<file path="src/rtl/dtack_ctrl_pkg.sv">
// Shared types and sizing helper for the 68000 DTACK wait-state controller.
package dtack_ctrl_pkg;

   typedef enum logic [2:0] {
      RECOVER,
      IDLE,
      WAIT_CNT,
      WAIT_EXT,
      ACK,
      BERR
   } state_t;

   typedef enum logic [1:0] {
      SRC_FAST,
      SRC_FLASH,
      SRC_DRAM,
      SRC_CAN
   } source_t;

   localparam int unsigned TIMEOUT_COUNT_W = 8;

   // Wide enough to hold the larger of the two terminal counts.
   function automatic int unsigned counterWidth(input int unsigned flashWait,
                                                input int unsigned timeoutCycles);
      int unsigned maxVal;
      maxVal = (flashWait > timeoutCycles) ? flashWait : timeoutCycles;
      return (maxVal < 1) ? 1 : $clog2(maxVal + 1);
   endfunction

endpackage

</file>
<file path="src/rtl/dtack_wait_controller_bus_cycle_timer.sv">
// Loadable incrementing cycle counter with an equality compare against a terminal value.
module bus_cycle_timer #(
   parameter int unsigned W = 8
) (
   input  logic         Clock,
   input  logic         Reset_H,
   input  logic         Load,
   input  logic         Inc,
   input  logic [W-1:0] LoadValue,
   input  logic [W-1:0] CompareValue,
   output logic         Match_c
);

   logic [W-1:0] count;

   always_ff @(posedge Clock) begin
      if (Reset_H)
         count <= '0;
      else if (Load)
         count <= LoadValue;
      else if (Inc)
         count <= count + W'(1);
   end

   assign Match_c = (count == CompareValue);

endmodule

</file>
<file path="src/rtl/dtack_wait_controller.sv">
// Sequential DTACK source selection for the 68000: immediate, Flash wait states,
// or device dtack guarded by a bus-error watchdog with sticky error statistics.
module dtack_wait_controller
   import dtack_ctrl_pkg::*;
#(
   parameter int unsigned FLASH_WAIT     = 3,
   parameter int unsigned TIMEOUT_CYCLES = 255
) (
   input  logic                       Clock,
   input  logic                       Reset_H,
   input  logic                       AS_L,
   input  logic                       DramSelect_H,
   input  logic                       DramDtack_L,
   input  logic                       CanBusSelect_H,
   input  logic                       CanBusDtack_L,
   input  logic                       FlashSelect_H,
   output logic                       DtackOut_L,
   output logic                       BErrOut_L,
   output logic                       TimeoutSeen_H,
   output logic [TIMEOUT_COUNT_W-1:0] TimeoutCount
);

   localparam int unsigned CW = counterWidth(FLASH_WAIT, TIMEOUT_CYCLES);
   localparam logic FLASH_HAS_WAIT = (FLASH_WAIT != 0);

   state_t  state;
   source_t source;

   logic          startExt_c;
   logic          startFlash_c;
   logic          extDtackL_c;
   logic          timerLoad_c;
   logic          timerInc_c;
   logic          timerMatch_c;
   logic [CW-1:0] compareValue_c;

   assign startExt_c   = DramSelect_H | CanBusSelect_H;
   assign startFlash_c = FlashSelect_H & FLASH_HAS_WAIT;
   assign extDtackL_c  = (source == SRC_DRAM) ? DramDtack_L : CanBusDtack_L;

   assign compareValue_c = (source == SRC_FLASH) ? CW'(FLASH_WAIT) : CW'(TIMEOUT_CYCLES);

   // Counter is compared before incrementing, so it stops at the terminal value.
   assign timerLoad_c = (state == IDLE) & ~AS_L & (startExt_c | startFlash_c);
   assign timerInc_c  = ~AS_L & ~timerMatch_c &
                        ((state == WAIT_CNT) | ((state == WAIT_EXT) & extDtackL_c));

   bus_cycle_timer #(.W(CW)) uTimer (
      .Clock        (Clock),
      .Reset_H      (Reset_H),
      .Load         (timerLoad_c),
      .Inc          (timerInc_c),
      .LoadValue    (CW'(1)),
      .CompareValue (compareValue_c),
      .Match_c      (timerMatch_c)
   );

   always_ff @(posedge Clock) begin
      if (Reset_H) begin
         state         <= RECOVER;
         source        <= SRC_FAST;
         DtackOut_L    <= 1'b1;
         BErrOut_L     <= 1'b1;
         TimeoutSeen_H <= 1'b0;
         TimeoutCount  <= '0;
      end else begin
         case (state)
            RECOVER: begin
               if (AS_L)
                  state <= IDLE;
            end
            IDLE: begin
               if (!AS_L) begin
                  if (DramSelect_H) begin
                     source <= SRC_DRAM;
                     state  <= WAIT_EXT;
                  end else if (CanBusSelect_H) begin
                     source <= SRC_CAN;
                     state  <= WAIT_EXT;
                  end else if (startFlash_c) begin
                     source <= SRC_FLASH;
                     state  <= WAIT_CNT;
                  end else begin
                     source     <= SRC_FAST;
                     state      <= ACK;
                     DtackOut_L <= 1'b0;
                  end
               end
            end
            WAIT_CNT: begin
               if (AS_L) begin
                  state <= IDLE;
               end else if (timerMatch_c) begin
                  state      <= ACK;
                  DtackOut_L <= 1'b0;
               end
            end
            WAIT_EXT: begin
               // Abort first, then dtack wins over a coincident timeout.
               if (AS_L) begin
                  state <= IDLE;
               end else if (!extDtackL_c) begin
                  state      <= ACK;
                  DtackOut_L <= 1'b0;
               end else if (timerMatch_c) begin
                  state         <= BERR;
                  BErrOut_L     <= 1'b0;
                  TimeoutSeen_H <= 1'b1;
                  if (TimeoutCount != '1)
                     TimeoutCount <= TimeoutCount + TIMEOUT_COUNT_W'(1);
               end
            end
            ACK, BERR: begin
               if (AS_L) begin
                  state      <= IDLE;
                  DtackOut_L <= 1'b1;
                  BErrOut_L  <= 1'b1;
               end
            end
            default: begin
               state      <= RECOVER;
               DtackOut_L <= 1'b1;
               BErrOut_L  <= 1'b1;
            end
         endcase
      end
   end

endmodule

</file>
<file path="config.mk">
export PLATFORM = sky130hd
export DESIGN_NAME = dtack_wait_controller
export DESIGN_NICKNAME = d
export VERILOG_FILES = /design/src/rtl/dtack_ctrl_pkg.sv /design/src/rtl/dtack_wait_controller_bus_cycle_timer.sv /design/src/rtl/dtack_wait_controller.sv
export SDC_FILE = /design/constraint.sdc
export NUM_CORES = 1
export LEC_CHECK = 0
export ABC_AREA = 1
export CAP_MARGIN = 20
export CORE_ASPECT_RATIO = 0.9
export CORE_UTILIZATION = 35
export CTS_BUF_LIST = sky130_fd_sc_hd__clkbuf_2
export DETAILED_ROUTE_END_ITERATION = 10
export HOLD_SLACK_MARGIN = 0.06
export PLACE_DENSITY = 0.58
export SLEW_MARGIN = 10
export SYNTH_ARGS = -nofsm -noshare
export SYNTH_HDL_FRONTEND = slang
export SYNTH_SLANG_ARGS = --single-unit
</file>
<file path="constraint.sdc">
create_clock -name Clock -period 1.9 [get_ports Clock]
set_clock_uncertainty 0.1 [all_clocks]
set_input_delay 0.57 -clock Clock [delete_from_list [all_inputs] [get_ports Clock]]
set_output_delay 0.57 -clock Clock [all_outputs]
set_load 0.02 [all_outputs]
</file>
-- Word-level counts from Yosys, hierarchy flattened
Index checks and enable logic that the tools add are counted.
- register bits: 24
- bits of input ports: 8
- output and inout bits: 11
- word-level logic and storage cells: 88
- $add $sub $neg: 2
- equality and inequality tests: 23
- mux-type cells: 31
- bitwise gates (word level): 12
- reduce and logical (&&, ||, !) cells: 12
- operators by type and width (cell ; number):
    3-bit two-way mux ; 10
    2-bit inequality test (second input constant) ; 11
    8-bit by 1-bit adder with 8-bit output (second input constant) ; 2
    1-bit two-way mux ; 15
    3-bit one-hot mux with 4 select lines ; 1
    10-bit AND reduction ; 1
    5-bit AND reduction ; 2
    8-bit == test ; 1
    8-bit two-way mux ; 1
    8-bit inequality test (second input constant) ; 1
    4-bit AND reduction ; 2
    3-bit by 2-bit == test with 1-bit output (second input constant) ; 2
    3-bit == test (second input constant) ; 2
    3-bit OR reduction ; 2
    1-bit bitwise AND ; 5
    1-bit one-hot mux with 5 select lines ; 1
    2-bit two-way mux ; 2
    4-bit inequality test (second input constant) ; 1
    1-bit inverter ; 4
    2-bit OR reduction ; 2
    3-bit by 1-bit == test with 1-bit output (second input constant) ; 1
    3-bit zero test ; 1
    3-bit inequality test (second input constant) ; 1
    1-bit bitwise OR ; 3
    other kinds (6) ; 6

-- Depth between registers and ports, before layout
- depth after elaboration: 8
- gate-level depth with buffers: 11
- gate-level depth less buffers: 11

-- Modules after synthesis
From an unflattened synthesis, not the netlist that was laid out.
- cell total of the unflattened synthesis: 246
- area, all modules: 1606.5 um^2
- by module, submodules not included (module ; times used ; cells an instance ; area an instance (um^2) ; sequential area each (um^2)):
    dtack_wait_controller ; 1 ; 166 ; 1037.2 ; 320.3
    bus_cycle_timer ; 1 ; 80 ; 569.3 ; 160.2

-- Worst setup path after synthesis
No wires, ideal clock.
- kind: register to register
- start point: register TimeoutCount[0]
- end point: register TimeoutCount[2]
- library setup time: 0.122 ns
- arrival: 1.430 ns
- required time: 1.678 ns
- setup slack: 0.248 ns
- cell stages (with the launch flop): 7
- path buffers: 0
- period minus slack after synthesis: 1.652 ns
- cell sequence: dfxtp_1 ha_1 nand4_1 nor3_4 inv_1 nand3_1 a21oi_1
- longest elaborated chain between the ends: 2
- elaborated cells between the ends (all ways): 3
- those cells by class: 1 x add/sub; 1 x eq/ne; 1 x reduce/logical
- ends and longest elaborated chain (element ; RTL line ; RTL):
    from (decl) ; dtack_wait_controller.sv:20 ; output logic [TIMEOUT_COUNT_W-1:0] TimeoutCount
    from (signal assigned) ; dtack_wait_controller.sv:110 ; TimeoutCount <= TimeoutCount + TIMEOUT_COUNT_W'(1);
    branches (longest 2 deep; another with 8-bit by 1-bit adder with 8-bit output) ; - ;
Parallel ways; which one is timed is not known.
A chain may end at the register's enable or synchronous reset.

-- Worst setup path in the final report
- start point: register TimeoutCount[6]
- end point: output port TimeoutCount[6]
No word-level cell between the ends.

==> metrics.md <==
| Metric | Value |
|---|---|
| Slowest cell on crit path | dfxtp_1 |
| EDFF count, synth | 0 |
| CTS Hold Bufs | 0 |
| Net Count, Synth | 230 |
| Crit path largest cell delay | 0.45 ns |
| Clock share of power | 20.3% |
| Cell Int Power | 691 uW |
| Buffers and inverters on the worst path | 1 |
| Seq/Total Area, Yosys | 32.1% |
| First-pass GRT wire length | 5750 um |
| Nets@finish | 267 |
| CTS tree | done |
| Largest net degree at the start of global routing | 14 |
| Hold Path Class | flop to flop |
| Worst Hold Depth | 2 |
| RSZ-0062 raised after global routing | no |
| Filler Cells Inserted | 457 |
| Power share of the sequential group | 53.1% |
| Commonest non-fill, non-tap cells in the layout | 56 x nand2_1, 25 x nor2_1, 23 x inv_1, 20 x dfxtp_1 |
| Critical Path AT | 1.15 ns |
| Delay-heaviest family, CP | flip-flops |
| Worst EP required | 1.23 ns |
| 1st-iter DRT viols | 116 |
| Relative slew slack | 80.5% |
| Clock sink count | 24 |
| Placeable Area | 0.00410 mm^2 |
| Synthesized cell area | 0.00150 mm^2 |
| H-tree level count | 1 |
| Clk root buf | clkbuf_2 |
| Max IR drop VDD | 0.000207 V |
| Yosys reg bits | 24 |
| CP Capture Type | primary output |
| Fmax | 549 MHz |
| Yosys Warn Count | 0 |
| Status | finished clean |
| Grt total ovfl | 0 |
| CP max FO | 4 |
| Final Wtd Congestion | 0.819 |
| DRC viols | 0 |
| Leakage power | 0.816 nW |
| DR WL/cell | 10.6 um |
| Ratio of final minimum period to clock period | 95.9% |
| Logic pwr share | 26.7% |
| TritonRoute pass-1 iters | 6 |
| Number of buffers created by CTS | 3 |
| Tmin final | 1.82 ns |
| Wirelength, routed | 3210 um |
| Fraction of layout instances using a drive strength above 1 | 18.0% |
| Critical-path cell list | dlygate4sd2_1 |
| Vias in the first global route | 1341 |
| Post-Syn Instances | 220 |
| Die area | 0.00455 mm^2 |
| Mean Syn Cell Area | 6.81 um^2 |
| Yosys cell types | 30 |
| R2R cell count | 8 |
| Most used DFF post-synth | dfxtp_1 |
| Chip height | 64.1 um |
| Num rows | 22 |
| Chip Width | 71.0 um |
| Slew Limit Fails | 0 |
| GRT Overall Usage | 15.7% |
| Initial antenna violation count | 0 |
| I/O Buffers | 18 |
| Type of the worst setup path | flop to primary output |
| Total number of vias | 1417 |
| CP Launch Type | flop |
| Later-pin clock latency in the skew report | 0.36 ns |
| Tightest Pin Transition | 0.291 ns |
| Final setup vio count | 0 |
| Fin Hold WS | 0.359 ns |
| Area Overhead vs Synth | 23.2% |
| Post-CTS Resized | 11 |
| Via/cell ratio | 4.66 |
| IO Count | 19 |
| NetSw | 353 uW |
| Initial Util | 36.5% |
| Power Density | 566 mW/mm^2 |
| Clock Tree Buf Depth | 2 |
| Hpwl dp | 2450 um |
| Final number of hold-violating endpoints | 0 |
| N_diodes | 0 |
| Ys async rst share | 0% |
| Setup Fix Bufs, Post-CTS | 0 |
| Most common cell after layout, fill and taps aside | nand2_1 |
| Reg clk slew, reported paths | 0.24 ns |
| Routed Antenna Nets | 0 |
| Switching share of power | 33.8% |
| Core Util, Final | 45.0% |
| Stages on the worst setup path | 1 |
| Total of max-cap violations | 0 |
[per-layer routing]
layer  GRT usage, %  part of all wire [%]  vias to the layer above
li1               -                     -                      779
met1           23.1                    56                      611
met2           23.4                    40                       22
met3           1.58                   2.7                        5
met4           6.00                   1.6                        0
met5              0                     0                        -
[path summary, 6_finish.rpt]
kind | slack [ns] | endpoint | start
setup / recovery | 0.08 | TimeoutCount[6] | TimeoutCount[6]
hold reg to reg | 0.36 | DtackOut_L | DtackOut_L
setup reg to reg | 0.23 | uTimer.count[5] | state[2]
hold / removal | 0.36 | DtackOut_L | DtackOut_L
[logic make-up after synthesis]
logic type	after synthesis	share of synthesized area, %
compound gates	34	12.4
fa+ha+maj	2	1.67
flops	24	32.1
simple gates	117	37.5
xor+xnor	12	7.02
buf+inv	31	9.36
[flip-flops by register name (all words and copies together) (netlist names)]
| name | flops |
|---|---|
| TimeoutCount | 8 |
| uTimer.count | 8 |
| state | 3 |
| source | 2 |
| BErrOut_L | 1 |
| DtackOut_L | 1 |
| TimeoutSeen_H | 1 |
[Yosys cell counts (3+ instances only)]
cell	number	area (um^2)
inv_2	3	11.3
nor2_1	25	93.8
xor2_1	7	61.3
a21oi_1	18	90.1
nand4_1	3	18.8
nand3_1	15	75.1
inv_1	23	86.3
nand2_2	3	18.8
nor2_4	3	33.8
dfxtp_1	24	480
nand2_1	56	210
nor2_2	4	25.0
o21ai_0	9	45.0
xnor2_1	5	43.8
[area by class of cell]
type	instances	area (um^2)	share of cell area (%)
multi-input cells	165	877	47.5
flip-flops and latches	24	485	26.3
repair buffers	36	302	16.3
inverters	27	103	5.56
well taps	48	60.1	3.25
clock buffers	3	15.0	0.814
clock inverters	1	3.75	0.203
[through the flow]
step | cell area, um^2 | total power, mW | worst slack, ns | TNS, ns | cells
finish | 1850 | 1.04 | 0.0777 | 0 | 304
CTS | 1840 | 1.05 | 0.0329 | 0 | 304
floorplan | 1500 | 0.753 | 0.248 | 0 | 220
detailed placement | 1840 | 0.846 | -0.231 | -3.69 | 300
global route | 1850 | 1.12 | 0.00198 | 0 | 304
global placement | 1840 | 0.847 | -0.218 | -3.72 | 300
[power groups by stage]
stage	Clock (mW)	Sequential (mW)	Combinational, mW
2_1_floorplan	0	0.574	0.180
3_3_place_gp	0	0.563	0.284
3_5_place_dp	0	0.563	0.283
4_1_cts	0.220	0.554	0.280
5_1_grt	0.246	0.558	0.318
6_report	0.212	0.554	0.278
(Power assumes the default switching activity.)
